**src/rtl/vram_dump.sv**
```systemverilog
// Sequential VRAM range reader streaming nametable bytes over a valid/ready byte stream.
// Define VRAM_DUMP_ATR_EN to follow each nametable byte with its attribute nibble {4'h0, atr}.
module vram_dump #(
    parameter int AW = 11,
    parameter int LW = 12
) (
    input  logic          clk,
    input  logic          rst_n,
    input  logic          start,
    input  logic          abort,
    input  logic [AW-1:0] base,
    input  logic [LW-1:0] len,
    output logic [AW-1:0] ram_addr,
    output logic          ram_re,
    input  logic [7:0]    ram_dout,
    input  logic [3:0]    atr_dout,
    output logic [7:0]    tx_data,
    output logic          tx_valid,
    input  logic          tx_ready,
    output logic          busy,
    output logic          done
);

    localparam logic [2:0] S_IDLE   = 3'd0;
    localparam logic [2:0] S_FETCH  = 3'd1;
    localparam logic [2:0] S_LATCH  = 3'd2;
    localparam logic [2:0] S_SEND_N = 3'd3;
`ifdef VRAM_DUMP_ATR_EN
    localparam logic [2:0] S_SEND_A = 3'd4;
`endif

    logic [2:0]    r_state;
    logic [AW-1:0] r_addr;
    logic [LW-1:0] r_cnt;
    logic [7:0]    r_tx_data;
    logic          r_tx_valid;
    logic          r_busy;
    logic          r_done;
    logic          w_hs;
    logic          w_adv;
    logic          w_last;

    assign w_hs   = r_tx_valid && tx_ready;
    assign w_last = (r_cnt == LW'(1));

`ifdef VRAM_DUMP_ATR_EN
    logic [3:0] r_atr_q;
    // A location is finished only once its attribute byte has been taken.
    assign w_adv = w_hs && (r_state == S_SEND_A);
`else
    logic [3:0] w_unused_atr;
    assign w_unused_atr = atr_dout;
    assign w_adv = w_hs && (r_state == S_SEND_N);
`endif

    always_ff @(posedge clk or negedge rst_n) begin
        if (!rst_n) begin
            r_state    <= S_IDLE;
            r_addr     <= '0;
            r_cnt      <= '0;
            r_tx_data  <= '0;
            r_tx_valid <= 1'b0;
            r_busy     <= 1'b0;
            r_done     <= 1'b0;
`ifdef VRAM_DUMP_ATR_EN
            r_atr_q    <= '0;
`endif
        end else begin
            r_done <= 1'b0;
            if (abort) begin
                r_state    <= S_IDLE;
                r_tx_valid <= 1'b0;
                r_busy     <= 1'b0;
            end else if (w_adv) begin
                r_addr     <= r_addr + AW'(1);
                r_cnt      <= r_cnt - LW'(1);
                r_tx_valid <= 1'b0;
                if (w_last) begin
                    r_busy  <= 1'b0;
                    r_done  <= 1'b1;
                    r_state <= S_IDLE;
                end else begin
                    r_state <= S_FETCH;
                end
            end else begin
                case (r_state)
                    S_IDLE: begin
                        if (start) begin
                            r_addr  <= base;
                            // len of zero selects the full 2^AW range
                            r_cnt   <= (len == '0) ? (LW'(1) << AW) : len;
                            r_busy  <= 1'b1;
                            r_state <= S_FETCH;
                        end
                    end
                    S_FETCH: r_state <= S_LATCH;
                    S_LATCH: begin
                        r_tx_data  <= ram_dout;
`ifdef VRAM_DUMP_ATR_EN
                        r_atr_q    <= atr_dout;
`endif
                        r_tx_valid <= 1'b1;
                        r_state    <= S_SEND_N;
                    end
`ifdef VRAM_DUMP_ATR_EN
                    S_SEND_N: begin
                        if (w_hs) begin
                            r_tx_data <= {4'h0, r_atr_q};
                            r_state   <= S_SEND_A;
                        end
                    end
                    S_SEND_A: r_state <= S_SEND_A;
`else
                    S_SEND_N: r_state <= S_SEND_N;
`endif
                    default: r_state <= S_IDLE;
                endcase
            end
        end
    end

    assign ram_re   = (r_state == S_FETCH);
    assign ram_addr = r_addr;
    assign tx_data  = r_tx_data;
    assign tx_valid = r_tx_valid;
    assign busy     = r_busy;
    assign done     = r_done;

endmodule

```
**config.mk**
```make
export PLATFORM = sky130hd
export DESIGN_NAME = vram_dump
export DESIGN_NICKNAME = d
export VERILOG_FILES = /design/src/rtl/vram_dump.sv
export SDC_FILE = /design/constraint.sdc
export NUM_CORES = 1
export LEC_CHECK = 0
export CELL_PAD_IN_SITES_DETAIL_PLACEMENT = 2
export CELL_PAD_IN_SITES_GLOBAL_PLACEMENT = 2
export CORE_AREA = 2 2 125 66
export DETAILED_ROUTE_END_ITERATION = 12
export DIE_AREA = 0 0 127 68
export PLACE_DENSITY = 0.89
export SLEW_MARGIN = 10
export SYNTH_ARGS = -nofsm -noshare
export SYNTH_HDL_FRONTEND = slang
export SYNTH_SLANG_ARGS = --single-unit
```
**constraint.sdc**
```tcl
create_clock -name clk -period 2.25 [get_ports clk]
set_clock_uncertainty 0.05 [all_clocks]
set_input_delay 0.675 -clock clk [delete_from_list [all_inputs] [get_ports clk]]
set_output_delay 0.675 -clock clk [all_outputs]
set_load 0.02 [all_outputs]
```
==> flow_summary.yaml <==
outcome:
  run_status: "completed"
critical_path:
  r2r_cells: 6
  crit_start: "r_state[1]$_DFFE_PN0P_"
  critPathLaunchType: "flop"
  cp_slowest_cell: "clkdlybuf4s50_1"
  worstPathArrival_ns: 1.47
  critPathMaxFanout: 2
  r2r-end: "r_cnt[10]$_DFFE_PN0P_"
  endpoint_kind: "output port"
  path_cells: "and2b_1 > clkdlybuf4s50_1"
  r2r-start: "r_cnt[0]$_DFFE_PN0P_"
  crit_family: "buffers and inverters"
  crit_buf_inv: 1
  reg2reg_setup_slack_ns: 0.28
  timing_worst_setup_path_type: "reg -> out"
  required_ns: 1.52
  critical_path.max_stage_delay_ns: 0.61
floorplanning:
  rows: 23
  io-pin-count: 63
  dieWidth_um: 127
  core_mm2: 0.007655
  die_area_mm2: 0.008636
  die_h_um: 68
  start_util: 0.2681
clocking:
  cts.clk_slew.worst_paths_ns: 0.06
  worst_skew_pair.late_latency_ns: 0.29
  post_cts_buffers: 0
  cts_resized: 0
  cts.sinks: 36
  h-tree-depth: 2
  root_buffer: "clkbuf_16"
  tritoncts: "done"
  clockBufferDepth: 2
  numCtsBuffers: 5
  cts_hold_buf: 0
global_route:
  grt_max_degree: 37
  grt_pass1_wl_mm: 11.90
  grt_pass1_vias: 2176
  grt-ovfl-total: 0
  antenna_found_initial: 0
  gr-usage-all-layers: 0.1854
placed_design:
  io_buffers: 58
  dpl.cell_count: 373
  dpl.hpwl_mm: 5.503
  gp_congestion: 0.7877
  pre_cts_slack_ns: -0.2179
yosys:
  syn_inst: 211
  netlist.area_leader.share: 0.4390
  synth-simple-area-share: 0.2067
  ys_types: 50
  synth_mux_area_frac: 0.04390
  synth_seq_area_share: 0.4390
  synth.avg_cell_area_um2: 9.725
  synth_edf_count: 0
  synth_warnings: 0
  syn_nets: 254
  synth-compound-area-share: 0.2287
  synthTopCellsByArea: "dfrtp_1 (44%), o21ai_0 (4.9%), a21oi_1 (4.6%)"
  synth_async_sr_flop_share: 1.000
  synth_top_family_by_area: "compound AO/OA/AOI/OAI gates"
  synth-adder-area-share: 0.01829
  synth-seq-cells: 36
  synth_top_flop_cell: "dfrtp_1"
  syn-cell-area_mm2: 0.002052
  yosys.area.top_type: "dfrtp_1"
  synth-xor-area-share: 0
cells_and_area:
  diodes: 0
  drive_gt1_frac: 0.1459
  syn_to_final_growth_pct: 43.84
  fillers: 858
  layout.nets: 323
  fin_cells: 381
route:
  post_drt_wl_per_cell_um: 19.69
  wl_mm: 7.501
  drt_first_iter_violations: 131
  drcViolationCount: 0
  vias_per_cell: 5.286
  vias: 2014
  drt-pass1-iter-count: 4
  antenna_left: 0
power_and_ir_drop:
  p_leak_uw: 0.001170
  power.density_mw_per_mm2: 831.2
  vdd_drop_max_v: 0.0003084
  p_total_uw: 2453
timing:
  period_minus_slack_ns: 2.195
  setup_viol: 0
  hold_violations: 0
  period_share: 0.9756
  fmax_mhz: 455.6
  rsz0062_at_grt: "no"
  relSlewSlack: 0.5181
  max_slew.worst_pin.slew_ns: 0.7162
  maxSlewViolCount: 0
  worst_slack_ns: 0.05486
flow_run:
  max_cap_viol_count: 0
worst_hold_path:
  min_from: "tx_data[2]$_DFFE_PN0P_"
  hp-class: "reg -> reg"
  hold_end: "tx_data[2]$_DFFE_PN0P_"
  whs_path_depth: 1
## synth_stat cells (2+ instances only)
cell,count
mux2_2,8
nor4_1,9
nand3_1,10
o2bb2ai_1,4
a22oi_1,4
and2b_1,2
ha_1,3
buf_6,5
a21oi_1,19
o22ai_1,3
or3_1,3
clkbuf_1,2
o21ai_0,20
and3_1,2
nor2_1,11
o211ai_1,2
nor3_1,7
a32oi_1,2
dfrtp_1,36
inv_1,8
buf_2,3
a2bb2oi_1,3
a31oi_1,3
nand4_1,3
nor3b_2,2
nand2_1,13
## how the worst max path moves through the flow
stage	to	slack, ns	depth (start not counted)
floorplan	ram_addr[10]$_DFFE_PN0P_	0.50	5
global placement	busy$_DFFE_PN0P_	-0.11	6
detailed placement	busy$_DFFE_PN0P_	-0.22	6
CTS	ram_re	0.05	2
global route	busy$_DFFE_PN0P_	0.008	6
finish	ram_re	0.05	2
## layout by cell type (no fill, tap or decap), drive strengths merged, types with 3 or more instances in the layout
master,n
a21oi,19
a22oi,4
a2bb2oi,3
a31oi,3
buf,16
clkbuf,5
clkdlybuf4s50,58
dfrtp,36
ha,3
inv,8
mux2,8
nand2,13
nand3,11
nand4,4
nor2,11
nor3,7
nor3b,3
nor4,9
o21ai,22
o22ai,3
o2bb2ai,4
or3,5
## state kept, by name, indices dropped and copies added (netlist names)
register  flops
done          1
busy          1
r_state       2
r_cnt        12
ram_addr     11
tx_data       8
tx_valid      1
## area by class of cell
class | instances | area [um^2] | share of cell area
multi-input cells | 155 | 1021 | 0.3459
flip-flops and latches | 36 | 900.9 | 0.3052
repair buffers | 74 | 725.7 | 0.2459
clock buffers | 5 | 125.1 | 0.04239
well taps | 100 | 125.1 | 0.04239
inverters | 8 | 30.03 | 0.01017
clock inverters | 3 | 23.77 | 0.008054
## per-stage QoR
| step | hold slack [ns] | instance area (um^2) | TNS [ns] | util |
|---|---|---|---|---|
| after global routing | 0.4913 | 2952 | 0 | 0.3856 |
| after global placement | 0.4372 | 2803 | -0.6392 | 0.3661 |
| after detailed placement | 0.4534 | 2803 | -1.408 | 0.3661 |
| after floorplan | 0.3294 | 2052 | 0 | - |
| after CTS | 0.4675 | 2952 | 0 | 0.3856 |
| final | 0.4635 | 2952 | 0 | 0.3856 |
## power by group
part | internal, uW | switching (uW)
logic | 383 | 378
clock network | 412 | 311
registers | 793 | 177
total | 1590 | 865
## kinds of logic after synthesis
logic type / count (synthesis)
AO/OA/AOI/OAI: 72
adder cells (fa/ha/maj): 3
buffers and inverters: 20
flip-flops: 36
multiplexers: 8
AND/OR/NAND/NOR: 72
## metal layers
layer,track usage,vias up,routed length (um)
li1,-,938,-
met1,0.2434,1020,3613
met2,0.3031,51,3378
met3,0.06020,5,449
met4,0.04121,0,59
met5,0,-,0
(Power assumes the default switching activity.)
